File: config.mk
export PLATFORM = sky130hd
export DESIGN_NAME = store_byte_serializer
export DESIGN_NICKNAME = d
export VERILOG_FILES = /design/src/rtl/mips_mem_pkg.sv /design/src/rtl/store_byte_serializer.sv
export SDC_FILE = /design/constraint.sdc
export NUM_CORES = 1
export LEC_CHECK = 0
export BUFFER_PORTS_ARGS = -buffer_cell sky130_fd_sc_hd__buf_2
export CAP_MARGIN = 20
export CORE_ASPECT_RATIO = 1.1
export CORE_MARGIN = 3
export CORE_UTILIZATION = 40
export CTS_CLUSTER_SIZE = 14
export DETAILED_ROUTE_END_ITERATION = 7
export GPL_ROUTABILITY_DRIVEN = 0
export HOLD_SLACK_MARGIN = 0.03
export PLACE_DENSITY = 0.63
export SLEW_MARGIN = 20
export SYNTH_ARGS = -nofsm -noshare
export SYNTH_HDL_FRONTEND = slang
export SYNTH_SLANG_ARGS = --single-unit
File: constraint.sdc
create_clock -name CLK -period 2.9 [get_ports CLK]
set_input_delay 0.145 -clock CLK [delete_from_list [all_inputs] [get_ports CLK]]
set_output_delay 0.145 -clock CLK [all_outputs]
set_load 0.01 [all_outputs]
File: src/rtl/mips_mem_pkg.sv
// mips_mem_pkg: store size encodings, serializer state enum and byte-lane helpers
package mips_mem_pkg;
  localparam logic [1:0] SZ_BYTE = 2'b00;
  localparam logic [1:0] SZ_HALF = 2'b01;
  localparam logic [1:0] SZ_WORD = 2'b10;
  typedef enum logic {ST_IDLE, ST_WRITE} state_e;
  function automatic logic [2:0] size_bytes(input logic [1:0] size);
    return size == SZ_WORD ? 3'd4 : size == SZ_HALF ? 3'd2 : 3'd1;
  endfunction
  function automatic logic size_legal(input logic [1:0] addr_lo, input logic [1:0] size);
    return size == SZ_BYTE || (size == SZ_HALF && !addr_lo[0]) || (size == SZ_WORD && addr_lo == 2'b00);
  endfunction
  function automatic logic [7:0] lane_byte(input logic [31:0] data, input logic [1:0] idx,
                                           input logic [1:0] size, input logic big_endian);
    logic [1:0] last;
    logic [1:0] pos;
    last = size == SZ_WORD ? 2'd3 : size == SZ_HALF ? 2'd1 : 2'd0;
    pos = big_endian ? last - idx : idx;
    return data[{pos, 3'b000} +: 8];
  endfunction
endpackage

File: src/rtl/store_byte_serializer.sv
// store_byte_serializer: narrows a store to byte/half/word and writes it one byte per cycle
module store_byte_serializer
  import mips_mem_pkg::*;
#(
  parameter int ADDR_W = 32,
  parameter bit BIG_ENDIAN = 1'b1
) (
  input  logic              CLK,
  input  logic              RESET,
  input  logic              REQ_VALID,
  output logic              REQ_READY,
  input  logic [ADDR_W-1:0] REQ_ADDR,
  input  logic [31:0]       REQ_DATA,
  input  logic [1:0]        REQ_SIZE,
  output logic              MEM_WE,
  output logic [ADDR_W-1:0] MEM_ADDR,
  output logic [7:0]        MEM_WDATA,
  input  logic              MEM_ACK,
  output logic              DONE,
  output logic              ALIGN_ERR
);
  state_e state_q, state_d;
  logic [ADDR_W-1:0] addr_q, addr_d;
  logic [31:0] data_q, data_d;
  logic [1:0] size_q, size_d, idx_q, idx_d;
  logic [2:0] cnt_q, cnt_d;
  logic [7:0] wdata_q, wdata_d;
  logic we_q, we_d, done_q, done_d, err_q, err_d;
  always_ff @(posedge CLK or posedge RESET) begin
    if (RESET) begin
      state_q <= ST_IDLE;
      addr_q <= '0;
      data_q <= '0;
      size_q <= '0;
      idx_q <= '0;
      cnt_q <= '0;
      wdata_q <= '0;
      we_q <= 1'b0;
      done_q <= 1'b0;
      err_q <= 1'b0;
    end else begin
      state_q <= state_d;
      addr_q <= addr_d;
      data_q <= data_d;
      size_q <= size_d;
      idx_q <= idx_d;
      cnt_q <= cnt_d;
      wdata_q <= wdata_d;
      we_q <= we_d;
      done_q <= done_d;
      err_q <= err_d;
    end
  end
  always_comb begin
    state_d = state_q;
    addr_d = addr_q;
    data_d = data_q;
    size_d = size_q;
    idx_d = idx_q;
    cnt_d = cnt_q;
    wdata_d = wdata_q;
    we_d = we_q;
    done_d = 1'b0;
    err_d = 1'b0;
    if (state_q == ST_IDLE) begin
      if (REQ_VALID && size_legal(REQ_ADDR[1:0], REQ_SIZE)) begin
        state_d = ST_WRITE;
        addr_d = REQ_ADDR;
        data_d = REQ_DATA;
        size_d = REQ_SIZE;
        idx_d = 2'd0;
        cnt_d = size_bytes(REQ_SIZE);
        wdata_d = lane_byte(REQ_DATA, 2'd0, REQ_SIZE, BIG_ENDIAN);
        we_d = 1'b1;
      end else if (REQ_VALID) begin
        err_d = 1'b1;
      end
    end else if (MEM_ACK) begin
      addr_d = addr_q + ADDR_W'(1);
      idx_d = idx_q + 2'd1;
      cnt_d = cnt_q - 3'd1;
      wdata_d = lane_byte(data_q, idx_q + 2'd1, size_q, BIG_ENDIAN);
      if (cnt_q == 3'd1) begin
        state_d = ST_IDLE;
        we_d = 1'b0;
        done_d = 1'b1;
      end
    end
  end
  assign REQ_READY = state_q == ST_IDLE;
  assign MEM_WE = we_q;
  assign MEM_ADDR = addr_q;
  assign MEM_WDATA = wdata_q;
  assign DONE = done_q;
  assign ALIGN_ERR = err_q;
endmodule

==> run_results.csv <==
group,metric,value,unit
global_routing,grt_pass1_vias,4304,
detailed_routing,final_antenna_net_count,0,
clocking,clock_buffer_depth,2,
global_routing,gr-usage-met3,2.349,%
yosys,synth_cell_type_count,59,
sta,worstMarginPinSlew,1.091,ns
setup_path,timing_worst_setup_path_type,"register to register",
hold_path,worst_hold_startpoint,"REQ_DATA[0]",
global_routing,grt_max_degree,49,
detailed_routing,dr_total_vias,4417,
sta,setup_violations,0,
clocking,clk_transition_reported_paths,0.06,ns
placement,place.port_buffers,113,
yosys,dominantRegCellSynth,"dfrtp_1",
setup_path,crit_path_max_fanout,10,
clocking,cts_hold_buf,23,
power,sequentialPowerShare,34.3,%
setup_path,crit_path_start_kind,"register",
sta,unrepaired_setup_endpoints_after_global_routing,"false",
sta,number_of_failing_hold_endpoints_at_the_final_stage,0,
floorplanning,die_area,0.01325,mm2
placement,placed_area,0.005449,mm2
yosys,synth.cell_area,0.004762,mm2
yosys,synth_edf_count,0,
power,p_comb_share,43.4,%
global_routing,global_route.usage.met2,35.02,%
clocking,h-tree-depth,3,
sta,fmaxAchievable,0.4075,GHz
power,cellInternalPower,3.915,mW
setup_path,slowest_delay,0.56,ns
detailed_routing,detail_route.wl_per_cell,16.98,um
clocking,cts.sinks,83,
yosys,synth_area_leaders,"dfrtp_1, nand2_1, mux4_2",
power,peakVddDrop,579.6,uV
sta,post-route-min-period,2.454,ns
global_routing,antenna_found_initial,0,
floorplanning,die_width,110.0,um
yosys,synth-seq-cells,83,
global_routing,grt_use_total,20.86,%
setup_path,crit-reg2reg-launch,"size_q[0]",
yosys,post_synthesis_average_cell_area,9.123,um2
power,power_switching_share,36.74,%
cells_and_area,layout-area-overhead-vs-synth,26.77,%
floorplanning,rows,41,
detailed_routing,route.final.wire_length,13570,um
sta,final_max_slew_viol_count,0,
setup_path,timing.critical_path.cells,"inv_1, ha_1, ha_1, xnor2_2, xnor2_4, mux4_2, mux2i_1, o21ai_1",
outcome,status,"finished, final reports clean",
sta,fin_crit_sh,84.62,%
clocking,cts_setup_buffers,0,
power,switch_pwr,2.273,mW
cells_and_area,antennaDiodeCount,0,
detailed_routing,drt-initial-drc-count,255,
floorplanning,top_level_ports,114,
detailed_routing,route.detailed.drc,0,
setup_path,cp.required,3.11,ns
floorplanning,starting_utilization_of_the_core_area,41.26,%
clocking,tritoncts,"built",
clocking,total_of_cells_resized_after_clock_tree_synthesis,0,
placement,dpl.hpwl,9519,um
yosys,ys_seq_area_share,43.62,%
setup_path,cp.arrival,2.66,ns
power,leakage_power_of_the_design,2.877,nW
global_routing,globalRoute.totalOverflow,0,
global_routing,global_route.peak_usage_layer,"met2",
sta,clock_skew,0.008454,ns
cells_and_area,design_area,0.006037,mm2
clocking,worst_skew_pair.late_latency,0.34,ns
power,pd_cells,1025,mW/mm2
setup_path,crit_top_cell,"ha_1",
yosys,yosys.area.top_type_share,43.62,%
setup_path,worst_setup_end_kind,"register",
detailed_routing,drtPass1Iterations,5,
sta,worst_slew_margin_relative_to_its_limit,27.12,%
cells_and_area,fin_nets,723,
yosys,synthArstFlopShare,100.0,%
sta,finalSetupTns,0,ns
detailed_routing,drt-vias-per-instance,5.528,
global_routing,grt_pass1_wl,21430,um
global_routing,groute.layer.met1.usage,27.43,%
yosys,synth_cells,522,
cells_and_area,drive_gt1_share,25.58,%
power,clock_power_share,22.3,%
setup_path,slowest_stage,"mux4_2",
hold_path,timing.hold.worst.class,"input port to register",
yosys,netlist.top_cell.by_area,"dfrtp_1",
floorplanning,die-height,120.4,um
yosys,ys_warn_count,0,
yosys,synth.net_count,601,
clocking,cts_root_buf,"clkbuf_16",
setup_path,worst_setup_path_start,"size_q[0]",
clocking,cts_buffers,9,
flow_run,drv_cap,0,
floorplanning,core_region_area,0.01154,mm2
==> cells in the final DEF (no fill, tap or decap), types with 4 or more instances in the layout <==
master and instances:
mux4_2 13, and4_1 5, clkbuf_16 9, o211ai_1 4, nor3_1 6, o22ai_1 5, a21oi_1 19, nor4_1 6
o21ai_0 14, mux2i_1 17, nand3_1 28, a32oi_1 10, dlygate4sd3_1 23, o21ai_1 5, nor2_1 7, ha_1 9
and3_1 11, inv_1 11, nand4_1 11, buf_4 12, buf_2 113, nand2_1 156, dfrtp_1 83, bufinv_16 4
and2_1 7
==> per-layer routing <==
metal	wire (um)	vias to the layer above
li1	-	2119
met1	5837	2114
met2	6685	165
met3	830	19
met4	211	0
met5	0	-
==> kinds of logic (layout without fill, tap and decap cells) <==
logic type	count (synthesis)	after routing	share of synthesized area, %
compound gates	92	92	13.32
xor+xnor	3	3	1.261
fa+ha+maj	9	9	2.365
buf+inv	50	177	4.650
flops	83	83	43.62
mux	34	34	10.98
simple gates	251	251	23.80
==> cell usage after synthesis, drive strengths merged, types with 2 or more instances <==
master    n
a21oi    19
a22oi     2
a311o     2
a31oi     3
a32oi    10
and2      8
and3     11
and4      5
buf      20
clkbuf   17
dfrtp    83
ha        9
inv      12
mux2      3
mux2i    17
mux4     14
nand2   157
nand2b    2
nand3    29
nand4    11
nor2      8
nor3      7
nor3b     3
nor4      6
o211ai    4
o21a      3
o21ai    19
o21bai    2
o22ai     5
o2bb2a    2
o31ai     3
o32ai     2
o41ai     2
or3       3
xnor2     3
==> final cells by class <==
cell class,instances,area (um2)
clock inverters,5,125.1
repair buffers,148,885.9
fillers,1085,5505
flip-flops and latches,83,2077
well taps,150,187.7
inverters,13,50.05
clock buffers,11,232.7
multi-input cells,389,2479
==> flip-flops by register name, summed over array words and instances (netlist names) <==
| signal | cells |
|---|---|
| MEM_WE | 1 |
| MEM_ADDR | 32 |
| state_q | 1 |
| idx_q | 2 |
| cnt_q | 3 |
| DONE | 1 |
| MEM_WDATA | 8 |
| size_q | 2 |
| data_q | 32 |
| ALIGN_ERR | 1 |
==> final timing paths <==
path                                      to  slack, ns  depth (start not counted)
worst max-delay path            MEM_WDATA[3]       0.45                          8
worst min-delay path               data_q[0]       0.04                          3
worst max register to register  MEM_WDATA[3]       0.45                          8
worst min register to register     data_q[6]       0.46                          2
max in group asynchronous       MEM_ADDR[14]       1.59                          4
min in group asynchronous         data_q[31]       0.50                          3
==> stage by stage <==
step                      instances  hold WS, ns  utilization (%)  total power, mW  setup slack [ns]
final                           799      0.03869            52.30            6.188            0.4460
after global placement          760       0.3330            47.21            4.727            0.4712
after global routing            799      0.03684            52.30            6.608            0.3048
after CTS                       799      0.03105            52.30            6.247            0.3978
after floorplan                 522       0.2574                -            4.020            0.6182
after detailed placement        760       0.3410            47.21            4.826            0.4071
==> power groups by stage <==
stage	combinational (mW)	sequential (mW)	clock, mW
finish	2.69	2.12	1.38
global placement	2.62	2.11	0
global route	2.98	2.19	1.44
floorplan	1.89	2.13	0
CTS	2.73	2.11	1.41
detailed placement	2.70	2.13	0
==> worst max-delay path: cells and delay by family (launching register included) <==
kind	cells	cell delay, ns
compound gates	1	0.08
flops	1	0.34
mux	2	0.71
xor+xnor	2	0.65
fa+ha+maj	2	0.49
buf+inv	1	0.05
No activity file was read; power rests on OpenSTA's default activity.
